## config.mk

```make
export PLATFORM = sky130hd
export DESIGN_NAME = noc_node_ni
export DESIGN_NICKNAME = d
export VERILOG_FILES = /design/src/rtl/noc_node_ni.sv
export SDC_FILE = /design/constraint.sdc
export NUM_CORES = 1
export LEC_CHECK = 0
export CELL_PAD_IN_SITES_DETAIL_PLACEMENT = 2
export CELL_PAD_IN_SITES_GLOBAL_PLACEMENT = 2
export CORE_MARGIN = 1.5
export CORE_UTILIZATION = 35
export CTS_BUF_LIST = sky130_fd_sc_hd__clkbuf_4
export CTS_CLUSTER_SIZE = 25
export DETAILED_ROUTE_END_ITERATION = 12
export PLACE_DENSITY_LB_ADDON = 0.1
export SLEW_MARGIN = 10
export SYNTH_ARGS = -nofsm -noshare
export SYNTH_HDL_FRONTEND = slang
export SYNTH_SLANG_ARGS = --single-unit
```

## constraint.sdc

```tcl
create_clock -name clk -period 32.8 [get_ports clk]
set_input_delay 6.56 -clock clk [delete_from_list [all_inputs] [get_ports clk]]
set_output_delay 6.56 -clock clk [all_outputs]
set_load 0.05 [all_outputs]
```

## src/rtl/noc_node_ni.sv

```systemverilog
// Network interface joining NUM_CH local valid/ready channels to one mesh router port.
// Optional macro NOC_NI_STATS_EN adds 32-bit injected/delivered flit counters.
module noc_node_ni #(
    parameter int NUM_CH    = 2,
    parameter int FLIT_W    = 64,
    parameter int NODE_W    = 2,
    parameter int CH_W      = (NUM_CH > 1) ? $clog2(NUM_CH) : 1,
    parameter int PAYLOAD_W = FLIT_W - NODE_W - CH_W,
    parameter int RX_DEPTH  = 4,
    parameter int NODE_ID   = 0
) (
    input  logic                          clk,
    input  logic                          rst,
    input  logic [NUM_CH*PAYLOAD_W-1:0]   tx_data_i,
    input  logic [NUM_CH*NODE_W-1:0]      tx_dest_i,
    input  logic [NUM_CH-1:0]             tx_valid_i,
    output logic [NUM_CH-1:0]             tx_ready_o,
    output logic [NUM_CH*PAYLOAD_W-1:0]   rx_data_o,
    output logic [NUM_CH-1:0]             rx_valid_o,
    input  logic [NUM_CH-1:0]             rx_ready_i,
    output logic [FLIT_W-1:0]             noc_data_o,
    output logic                          noc_valid_o,
    input  logic                          noc_ready_i,
    input  logic [FLIT_W-1:0]             noc_data_i,
    input  logic                          noc_valid_i,
    output logic                          noc_ready_o,
    output logic [15:0]                   drop_cnt_o,
    output logic [31:0]                   tx_cnt_o,
    output logic [31:0]                   rx_cnt_o
);

    localparam int AW = $clog2(RX_DEPTH);
    localparam int CW = AW + 1;

    logic [CH_W-1:0]      ptr_q, ptr_d;
    logic [FLIT_W-1:0]    noc_data_q, noc_data_d;
    logic                 noc_valid_q, noc_valid_d;
    logic [CH_W-1:0]      grant_c;
    logic                 found_c, can_load_c, load_c;
    logic [PAYLOAD_W-1:0] sel_data_c;
    logic [NODE_W-1:0]    sel_dest_c;

    // Round-robin search from ptr upward; stage reloads whenever it is empty or draining.
    always_comb begin
        grant_c    = ptr_q;
        found_c    = 1'b0;
        sel_data_c = '0;
        sel_dest_c = '0;
        tx_ready_o = '0;
        for (int k = 0; k < NUM_CH; k++) begin
            if (!found_c && tx_valid_i[(int'(ptr_q) + k) % NUM_CH]) begin
                found_c = 1'b1;
                grant_c = CH_W'((int'(ptr_q) + k) % NUM_CH);
            end
        end
        can_load_c = !noc_valid_q || noc_ready_i;
        load_c     = can_load_c && found_c;
        for (int i = 0; i < NUM_CH; i++) begin
            tx_ready_o[i] = can_load_c && (grant_c == CH_W'(i));
            if (grant_c == CH_W'(i)) begin
                sel_data_c = tx_data_i[i*PAYLOAD_W +: PAYLOAD_W];
                sel_dest_c = tx_dest_i[i*NODE_W +: NODE_W];
            end
        end
        ptr_d       = ptr_q;
        noc_data_d  = noc_data_q;
        noc_valid_d = noc_valid_q && !noc_ready_i;
        if (load_c) begin
            noc_data_d  = {sel_dest_c, grant_c, sel_data_c};
            noc_valid_d = 1'b1;
            ptr_d       = (grant_c == CH_W'(NUM_CH - 1)) ? '0 : grant_c + CH_W'(1);
        end
    end

    always_ff @(posedge clk or posedge rst) begin
        if (rst) begin
            ptr_q       <= '0;
            noc_data_q  <= '0;
            noc_valid_q <= 1'b0;
        end else begin
            ptr_q       <= ptr_d;
            noc_data_q  <= noc_data_d;
            noc_valid_q <= noc_valid_d;
        end
    end

    assign noc_data_o  = noc_data_q;
    assign noc_valid_o = noc_valid_q;

    logic [FLIT_W-1:0]    mem_q [RX_DEPTH];
    logic [FLIT_W-1:0]    mem_d [RX_DEPTH];
    logic [AW-1:0]        wr_ptr_q, wr_ptr_d, rd_ptr_q, rd_ptr_d;
    logic [CW-1:0]        count_q, count_d;
    logic [15:0]          drop_q, drop_d;
    logic [FLIT_W-1:0]    head_c;
    logic [NODE_W-1:0]    head_dest_c;
    logic [CH_W-1:0]      head_ch_c;
    logic                 not_empty_c, ch_ok_c, head_ok_c, head_rdy_c, push_c, pop_c;

    assign noc_ready_o = (count_q != CW'(RX_DEPTH));

    // Head flit is either delivered to its channel or silently dropped; it blocks until then.
    always_comb begin
        head_c      = mem_q[rd_ptr_q];
        head_dest_c = head_c[FLIT_W-1 -: NODE_W];
        head_ch_c   = head_c[PAYLOAD_W +: CH_W];
        not_empty_c = (count_q != '0);
        ch_ok_c     = 1'b0;
        head_rdy_c  = 1'b0;
        rx_valid_o  = '0;
        for (int i = 0; i < NUM_CH; i++) begin
            if (head_ch_c == CH_W'(i)) begin
                ch_ok_c    = 1'b1;
                head_rdy_c = rx_ready_i[i];
            end
        end
        head_ok_c = ch_ok_c && (head_dest_c == NODE_W'(NODE_ID));
        for (int i = 0; i < NUM_CH; i++) begin
            rx_valid_o[i] = not_empty_c && head_ok_c && (head_ch_c == CH_W'(i));
        end
        rx_data_o = {NUM_CH{head_c[PAYLOAD_W-1:0]}};
        push_c    = noc_valid_i && noc_ready_o;
        pop_c     = not_empty_c && (!head_ok_c || head_rdy_c);
        mem_d     = mem_q;
        wr_ptr_d  = wr_ptr_q;
        rd_ptr_d  = rd_ptr_q;
        count_d   = count_q;
        drop_d    = drop_q;
        if (push_c) begin
            mem_d[wr_ptr_q] = noc_data_i;
            wr_ptr_d        = wr_ptr_q + AW'(1);
        end
        if (pop_c) begin
            rd_ptr_d = rd_ptr_q + AW'(1);
        end
        if (push_c && !pop_c) begin
            count_d = count_q + CW'(1);
        end else if (pop_c && !push_c) begin
            count_d = count_q - CW'(1);
        end
        if (pop_c && !head_ok_c && (drop_q != 16'hFFFF)) begin
            drop_d = drop_q + 16'd1;
        end
    end

    always_ff @(posedge clk or posedge rst) begin
        if (rst) begin
            for (int i = 0; i < RX_DEPTH; i++) begin
                mem_q[i] <= '0;
            end
            wr_ptr_q <= '0;
            rd_ptr_q <= '0;
            count_q  <= '0;
            drop_q   <= '0;
        end else begin
            mem_q    <= mem_d;
            wr_ptr_q <= wr_ptr_d;
            rd_ptr_q <= rd_ptr_d;
            count_q  <= count_d;
            drop_q   <= drop_d;
        end
    end

    assign drop_cnt_o = drop_q;

`ifdef NOC_NI_STATS_EN
    logic [31:0] tx_cnt_q, tx_cnt_d, rx_cnt_q, rx_cnt_d;

    always_comb begin
        tx_cnt_d = tx_cnt_q + ((noc_valid_q && noc_ready_i) ? 32'd1 : 32'd0);
        rx_cnt_d = rx_cnt_q + ((pop_c && head_ok_c) ? 32'd1 : 32'd0);
    end

    always_ff @(posedge clk or posedge rst) begin
        if (rst) begin
            tx_cnt_q <= '0;
            rx_cnt_q <= '0;
        end else begin
            tx_cnt_q <= tx_cnt_d;
            rx_cnt_q <= rx_cnt_d;
        end
    end

    assign tx_cnt_o = tx_cnt_q;
    assign rx_cnt_o = rx_cnt_q;
`else
    assign tx_cnt_o = '0;
    assign rx_cnt_o = '0;
`endif

endmodule
```

# == Word level (Yosys, flattened, before mapping) ==
# Index checks and enable logic that the tools add are counted.
# classes
mux,21
n_reduce_logical,26
bitwise_logic,5
n_eq_ne,2
addsub,7
n_shift,0
magnitude_cmp,5
mul,0
div_mod_pow,0
# op_table
operator,n
bitwise mux 256 bit,1
2-to-1 mux 64 bit,3
binary-select mux 64 bit (select 2 bit),1
demux 64 bit (select 2 bit),1
2-to-1 mux 61 bit,1
"adder 16 x 1 -> 16 bit, second input constant",1
"!= test 16 bit, second input constant",1
logical AND 1 bit,15
2-to-1 mux 1 bit,11
"greater-or-equal comparator 3 bit, second input constant",2
logical NOT 1 bit,6
2-to-1 mux 3 bit,2
inverter 2 -> 3 bit,2
"adder 2 x 1 -> 2 bit, second input constant",2
"adder 3 x 1 -> 3 bit, second input constant",1
"< comparator 2 x 3 -> 1 bit, second input constant",1
"< comparator 3 x 1 -> 1 bit, second input constant",1
"!= test 3 bit, second input constant",1
nonzero test 3 bit,1
"subtractor 3 x 1 -> 3 bit, second input constant",1
"adder 1 bit, second input constant",2
logical NOT 2 bit,1
logical OR 1 bit,2
"< comparator 1 x 2 -> 1 bit, second input constant",1
4 further kinds,5
# totals
inputBits,198
latchBits,0
word_cells,77
memories,0
register_bits,345
ram_bits,0
rom_bits,0

# == Depth between registers and ports, before layout ==
# Gate-level depths: netlist of run 1.
# depth
depth_word,11
depth_mapped,11

# == Least setup slack after synthesis of run 1 ==
# No wires, ideal clock.
# synth_timing
path_kind,input to output
startpoint,in tx_valid_i[1]
endpoint,out tx_ready_o[0]
path_slack_ns,18.765
path_buffers,0
t_arrival_ns,7.475
required_ns,26.240
path_stages,3
cell_sequence,nor2_1 > a21o_1 > nor2b_1
# synth_between
elab_chain_len,8
# synth_lines
item,line_no,source
"start, declared",16,"input logic [NUM_CH-1:0] tx_valid_i,"
2-to-1 mux 1 bit (not written as such) (2 in series),51,if (!found_c && tx_valid_i[(int'(ptr_q) + k) % NUM_CH]) begin
2-to-1 mux 1 bit,51,
logical NOT 1 bit,51,
logical AND 1 bit *,51,
2-to-1 mux 1 bit *,51,
inverter 1 bit *,-,
logical AND 1 bit *,59,tx_ready_o[i] = can_load_c && (grant_c == CH_W'(i));
"end, declared",17,"output logic [NUM_CH-1:0] tx_ready_o,"
# Mark *: on every way between the ends. The rest lies on a longest branch, timed or not. The select of a mux whose other input is x is not followed.

# == Final worst setup path of run 1 ==
# layout_timing
startpoint,in tx_valid_i[1]
endpoint,out tx_ready_o[1]
# layout_between
elab_chain_len,7
# layout_lines
item,line_no
2-to-1 mux 1 bit (not written as such) (2 in series),51
2-to-1 mux 1 bit,51
logical NOT 1 bit,51
logical AND 1 bit *,51
2-to-1 mux 1 bit *,51
logical AND 1 bit *,59
# Marks and branches as above.

==> results_dict.tcl, run 1 <==
set metrics [dict create \
    tightestPinTransition_ns 1.069 \
    final.min_clock_period_ns 15.00 \
    io_buffers 405 \
    die_y_um 215.7 \
    synth.avg_cell_area_um2 13.87 \
    use_met1 0.2437 \
    reg2regPathDepth 11 \
    vias_per_cell 4.872 \
    ioPinCount 470 \
    worstHoldStart "noc_data_o[61]" \
    grt_remaining_overflow 0 \
    synth_area_um2 15840 \
    setup_viol 0 \
    met2_usage 0.3569 \
    clockRootBuffer "clkbuf_4" \
    yosysTopAreaCell "dfrtp_1" \
    min_path_cells 1 \
    finClkSkew_ns 0.07247 \
    fin_crit_sh 0.4573 \
    drive_gt1_frac 0.3077 \
    grt_pass1_wl_um 74730 \
    ant_nets 0 \
    placementRows 77 \
    place.gp.congestion 0.7527 \
    die_w_um 215.7 \
    tns_ns 0 \
    tritoncts "yes" \
    grt_pass1_vias 12530 \
    min_to "noc_data_o[61]" \
    yosysTopAreaCellShare 0.5450 \
    reg2reg_from "rd_ptr_q[1]" \
    hold_viol_final 0 \
    ys_warn_count 0 \
    grt_use_total 0.2098 \
    nets 1743 \
    clkSinkCount 345 \
    wl_per_cell_um 21.93 \
    status "finished, final reports clean" \
    max_freq_mhz 66.67 \
    antenna_found_initial 6 \
    grt.busiest_layer "met2" \
    hold_buffers 0 \
    worst_ep_arrival_time_ns 8.44 \
    r2r_end "count_q[2]" \
    final_cell_mix "clkdlybuf4s50_1, dfrtp_1, mux2_2, clkbuf_4, nand2_1" \
    core_area_um2 44410 \
    cp.required_ns 26.24 \
    cts_resized 0 \
    synth.area.top_cells "dfrtp_1, mux2_2, mux4_2" \
    rsz0062_at_grt "no" \
    seq_area_frac_synth 0.5450 \
    vias 10690 \
    drtIter0Drc 324 \
    synth_seq_cells 345 \
    first_pass_iters 4 \
    grt_max_degree 163 \
    synth_cells 1142 \
    critPathCaptureType "output pin" \
    layout_commonest_cell "clkdlybuf4s50_1" \
    grt_use_met3 0.07132 \
    dp_hpwl_um 32880 \
    slew_headroom 0.2819 \
    path_class "input pin to output pin" \
    rrSetupSlack_ns 29.03 \
    wl_um 48140 \
    hp-class "register to register" \
    htree_levels 3 \
    clock_path_buffers 3 \
    cts.clk_slew.worst_paths_ns 0.06 \
    cts_inserted_buffers 98 \
    critPathLaunchType "input pin" \
    slew_violations 0 \
    post_cts_buffers 0 \
    cap_viol_max_count 0 \
    start_util 0.3567 \
    syn_to_final_growth_pct 32.31 \
    clk-insertion-delay-late_ns 0.79 \
    synth.distinct_cells 32 \
    fp.dieArea_um2 46550 \
    crit_fanout 4 \
    drc 0 \
]
[Yosys cell counts]
cell type	number
a22oi_1	63
ha_1	6
nand3_1	8
buf_2	7
and3_1	5
conb_1	1
nor4_2	1
or3_1	3
xnor2_1	14
xor2_1	7
nor2_1	14
nor4_1	2
mux2i_1	1
buf_1	5
nor4_4	1
mux2_2	258
nand4_1	4
a21o_1	3
nor2b_1	2
inv_1	7
mux4_2	63
a21oi_1	1
o21ai_0	1
clkbuf_1	21
fa_1	1
nand2_1	141
buf_4	150
nor3_1	3
nor3_2	1
dfrtp_1	345
and2_1	2
o21bai_1	1
[per-layer routing]
layer  vias up  wire length, µm
met5         -               26
met4         4             1168
met3        82             3691
met2       361            24320
met1      5531            18940
li1       4715                -
[critical path, cell delays in order]
cell             delay (ns)
clkdlybuf4s50_1        0.58
nand2_1                0.12
a21o_1                 0.25
nor2_1                 0.13
clkdlybuf4s50_1        0.81
[registers in the layout, summed over array words and instances (netlist names)]
register     flops
noc_valid_o      1
rd_ptr_q         2
noc_data_o      64
ptr_q            1
wr_ptr_q         2
count_q          3
drop_cnt_o      16
mem_q          256
[how the worst max path moves through the flow]
| stage | start | end |
|---|---|---|
| floorplan | rst | count_q[0] |
| finish | tx_valid_i[1] | tx_ready_o[1] |
| detailed placement | tx_valid_i[1] | tx_ready_o[0] |
| CTS | tx_valid_i[1] | tx_ready_o[0] |
| global placement | tx_valid_i[1] | tx_ready_o[1] |
| global route | tx_valid_i[1] | tx_ready_o[0] |
[area by class of cell]
cell class                 instances  area, µm²
antenna                            4      10.01
tap                              592      740.7
sequential                       345       8638
fill                            4415      23450
clock inverter                    18      98.84
clock buffer                     143       1074
multi-input combinational        670       6216
inverter                           7      33.78
timing repair buffer             416       4149
[cells by family after synthesis]
kind of cell	count (synthesis)	synth area share
adders and majority gates	7	0.006003
and+or+nand+nor	187	0.05007
AOI/OAI and AO/OA	69	0.03238
other	1	0.0002367
xor gates and xnor gates	21	0.01161
muxes	322	0.2736
DFF	345	0.5450
buffers and inverters	190	0.08112
[through the flow]
| step | worst slack, ns | hold WS, ns | instances | util | instance area, µm² |
|---|---|---|---|---|---|
| after floorplan | 16.67 | 0.4734 | 1205 | - | 16080 |
| after global placement | 17.89 | 0.4622 | 2030 | 0.4453 | 19780 |
| after detailed placement | 17.81 | 0.4766 | 2030 | 0.4453 | 19780 |
| after CTS | 17.80 | 0.4913 | 2191 | 0.4717 | 20950 |
| after global routing | 17.73 | 0.5078 | 2195 | 0.4719 | 20960 |
| final | 17.80 | 0.4826 | 2195 | 0.4719 | 20960 |
Power of run 1 is not shown: default switching activity piles up to over one toggle a cycle in this logic, so the estimate is an artifact.
==> run 2: changes to the inputs <==
--- a/config.mk
+++ b/config.mk
@@ -8,7 +8,7 @@
 export CELL_PAD_IN_SITES_DETAIL_PLACEMENT = 2
 export CELL_PAD_IN_SITES_GLOBAL_PLACEMENT = 2
 export CORE_MARGIN = 1.5
-export CORE_UTILIZATION = 35
+export CORE_UTILIZATION = 32
 export CTS_BUF_LIST = sky130_fd_sc_hd__clkbuf_4
 export CTS_CLUSTER_SIZE = 25
 export DETAILED_ROUTE_END_ITERATION = 12
==> constraint.sdc (replaced) <==
create_clock -name clk -period 14.95 [get_ports clk]
set_input_delay 2.99 -clock clk [delete_from_list [all_inputs] [get_ports clk]]
set_output_delay 2.99 -clock clk [all_outputs]
set_load 0.05 [all_outputs]
==> run 2 against run 1 <==
Against the previous run:
- final cell count up 4.0%
- clock skew is 0.041 ns lower
- count of clock-buffer cells in the layout grew 1
- global-route usage fell by 1.6 points
- critical endpoint unchanged
==> results_dict.tcl, run 2 (synthesized netlist as in run 1, its figures left out) <==
set metrics [dict create \
    slew_headroom 0.2909 \
    largest_reg_flops 256 \
    pwr-share-clk 0.144 \
    post_cts_buffers 0 \
    status "finished, final reports clean" \
    wl_um 48330 \
    worst_ep_arrival_time_ns 4.84 \
    ioPinCount 470 \
    tightestPinTransition_ns 1.064 \
    syn_to_final_growth_pct 33.12 \
    setup_viol 0 \
    worstHoldStart "noc_data_o[61]" \
    critPathCaptureType "output pin" \
    nets 1746 \
    clk-insertion-delay-late_ns 0.82 \
    rsz0062_at_grt "no" \
    fp.dieArea_um2 50850 \
    rrSetupSlack_ns 11.04 \
    cap_viol_max_count 0 \
    clockRootBuffer "clkbuf_4" \
    min_path_cells 1 \
    p_leak_nw 9.024 \
    ant_nets 0 \
    clkSinkCount 345 \
    cts.clk_slew.worst_paths_ns 0.06 \
    cp.required_ns 11.96 \
    die_y_um 225.5 \
    vias 10710 \
    core_area_um2 48850 \
    tritoncts "yes" \
    dp_hpwl_um 33010 \
    min_to "noc_data_o[61]" \
    internal_power_mw 3.142 \
    layout_commonest_cell "clkdlybuf4s50_1" \
    die_w_um 225.5 \
    grt_max_degree 165 \
    crit_path_frequent_cell "clkdlybuf4s50_1" \
    start_util 0.3243 \
    comb_power_share 0.587 \
    top_register "mem_q" \
    switching_share 0.4703 \
    io_buffers 405 \
    placementRows 81 \
    hp-class "register to register" \
    drtIter0Drc 344 \
    path_cells "clkdlybuf4s50_1 > nand2_1 > a21o_1 > nor2_1 > clkdlybuf4s50_1" \
    reg2reg_from "rd_ptr_q[0]" \
    drc 0 \
    grt_pass1_vias 12140 \
    path_class "input pin to output pin" \
    critPathLaunchType "input pin" \
    cts_inserted_buffers 101 \
    wl_per_cell_um 21.18 \
    vias_per_cell 4.691 \
    first_pass_iters 4 \
    hold_buffers 0 \
    p_sw_mw 2.789 \
    r2r_end "count_q[2]" \
    seq_power_share 0.269 \
    max_stage_delay_ns 0.82 \
    fin_crit_sh 0.5240 \
    whs_ns 0.4890 \
    crit_path_top_delay_cell "clkdlybuf4s50_1" \
    ir_drop_mv 0.2139 \
    drive_gt1_frac 0.3081 \
    hold_viol_final 0 \
    cts_resized 0 \
    grt_use_total 0.1939 \
    powerDensity_nw_per_um2 281.3 \
    clock_path_buffers 3 \
    place.gp.congestion 0.7440 \
    grt_pass1_wl_um 73970 \
    critical_path_buf_inv_count 2 \
    tns_ns 0 \
    final.min_clock_period_ns 7.834 \
    htree_levels 3 \
    final_cell_mix "clkdlybuf4s50_1, dfrtp_1, mux2_2, clkbuf_4, nand2_1" \
    antenna_found_initial 11 \
    max_freq_mhz 127.7 \
    crit_fanout 4 \
    slew_violations 0 \
    reg2regPathDepth 11 \
    grt_remaining_overflow 0 \
    crit_family "buffers and inverters" \
    finClkSkew_ns 0.03134 \
]
## run 2: layout make-up
class	count	area, µm²
Fill cell	4949	27760
Sequential cell	345	8641
Multi-Input combinational cell	670	6216
Timing Repair Buffer	416	4149
Clock buffer	144	1081
Tap cell	664	830.8
Clock inverter	28	116.4
Inverter	7	33.78
Antenna cell	8	20.02
## run 2: metal layers
metal	part of all wire	wire length (µm)	up-vias	track usage
li1	-	-	4726	-
met1	0.38	18440	5559	0.2203
met2	0.51	24770	339	0.3275
met3	0.083	4018	76	0.07588
met4	0.022	1066	6	0.07469
met5	0.00072	35	-	0
## run 2: through the flow
stage | std cells | worst slack, ns | instance area [µm²] | power (mW) | utilization
after CTS | 2274 | 7.104 | 21070 | 6.043 | 0.4313
after global routing | 2280 | 7.039 | 21080 | 6.257 | 0.4316
after detailed placement | 2102 | 7.117 | 19870 | 5.138 | 0.4068
after floorplan | 1205 | 2.395 | 16080 | 4.243 | -
after global placement | 2102 | 7.103 | 19870 | 5.066 | 0.4068
final | 2282 | 7.116 | 21090 | 5.931 | 0.4317
## run 2: how the worst max path moves through the flow
stage	from	to	slack, ns	depth (start not counted)
after floorplan	rst	count_q[0]	2.39	1
after global placement	tx_valid_i[1]	tx_ready_o[0]	7.10	5
after detailed placement	tx_valid_i[1]	tx_ready_o[1]	7.12	5
after CTS	tx_valid_i[1]	tx_ready_o[1]	7.10	5
after global routing	tx_valid_i[1]	tx_ready_o[1]	7.04	5
final	tx_valid_i[1]	tx_ready_o[1]	7.12	5
## run 2: power by group through the flow
stage	registers, mW	clock network (mW)	logic (mW)
2_1_floorplan	1.64	0	2.60
3_3_place_gp	1.59	0	3.47
3_5_place_dp	1.61	0	3.52
4_1_cts	1.60	0.908	3.53
5_1_grt	1.66	0.958	3.64
6_report	1.60	0.855	3.48
Power figures use the tool's default switching activity.
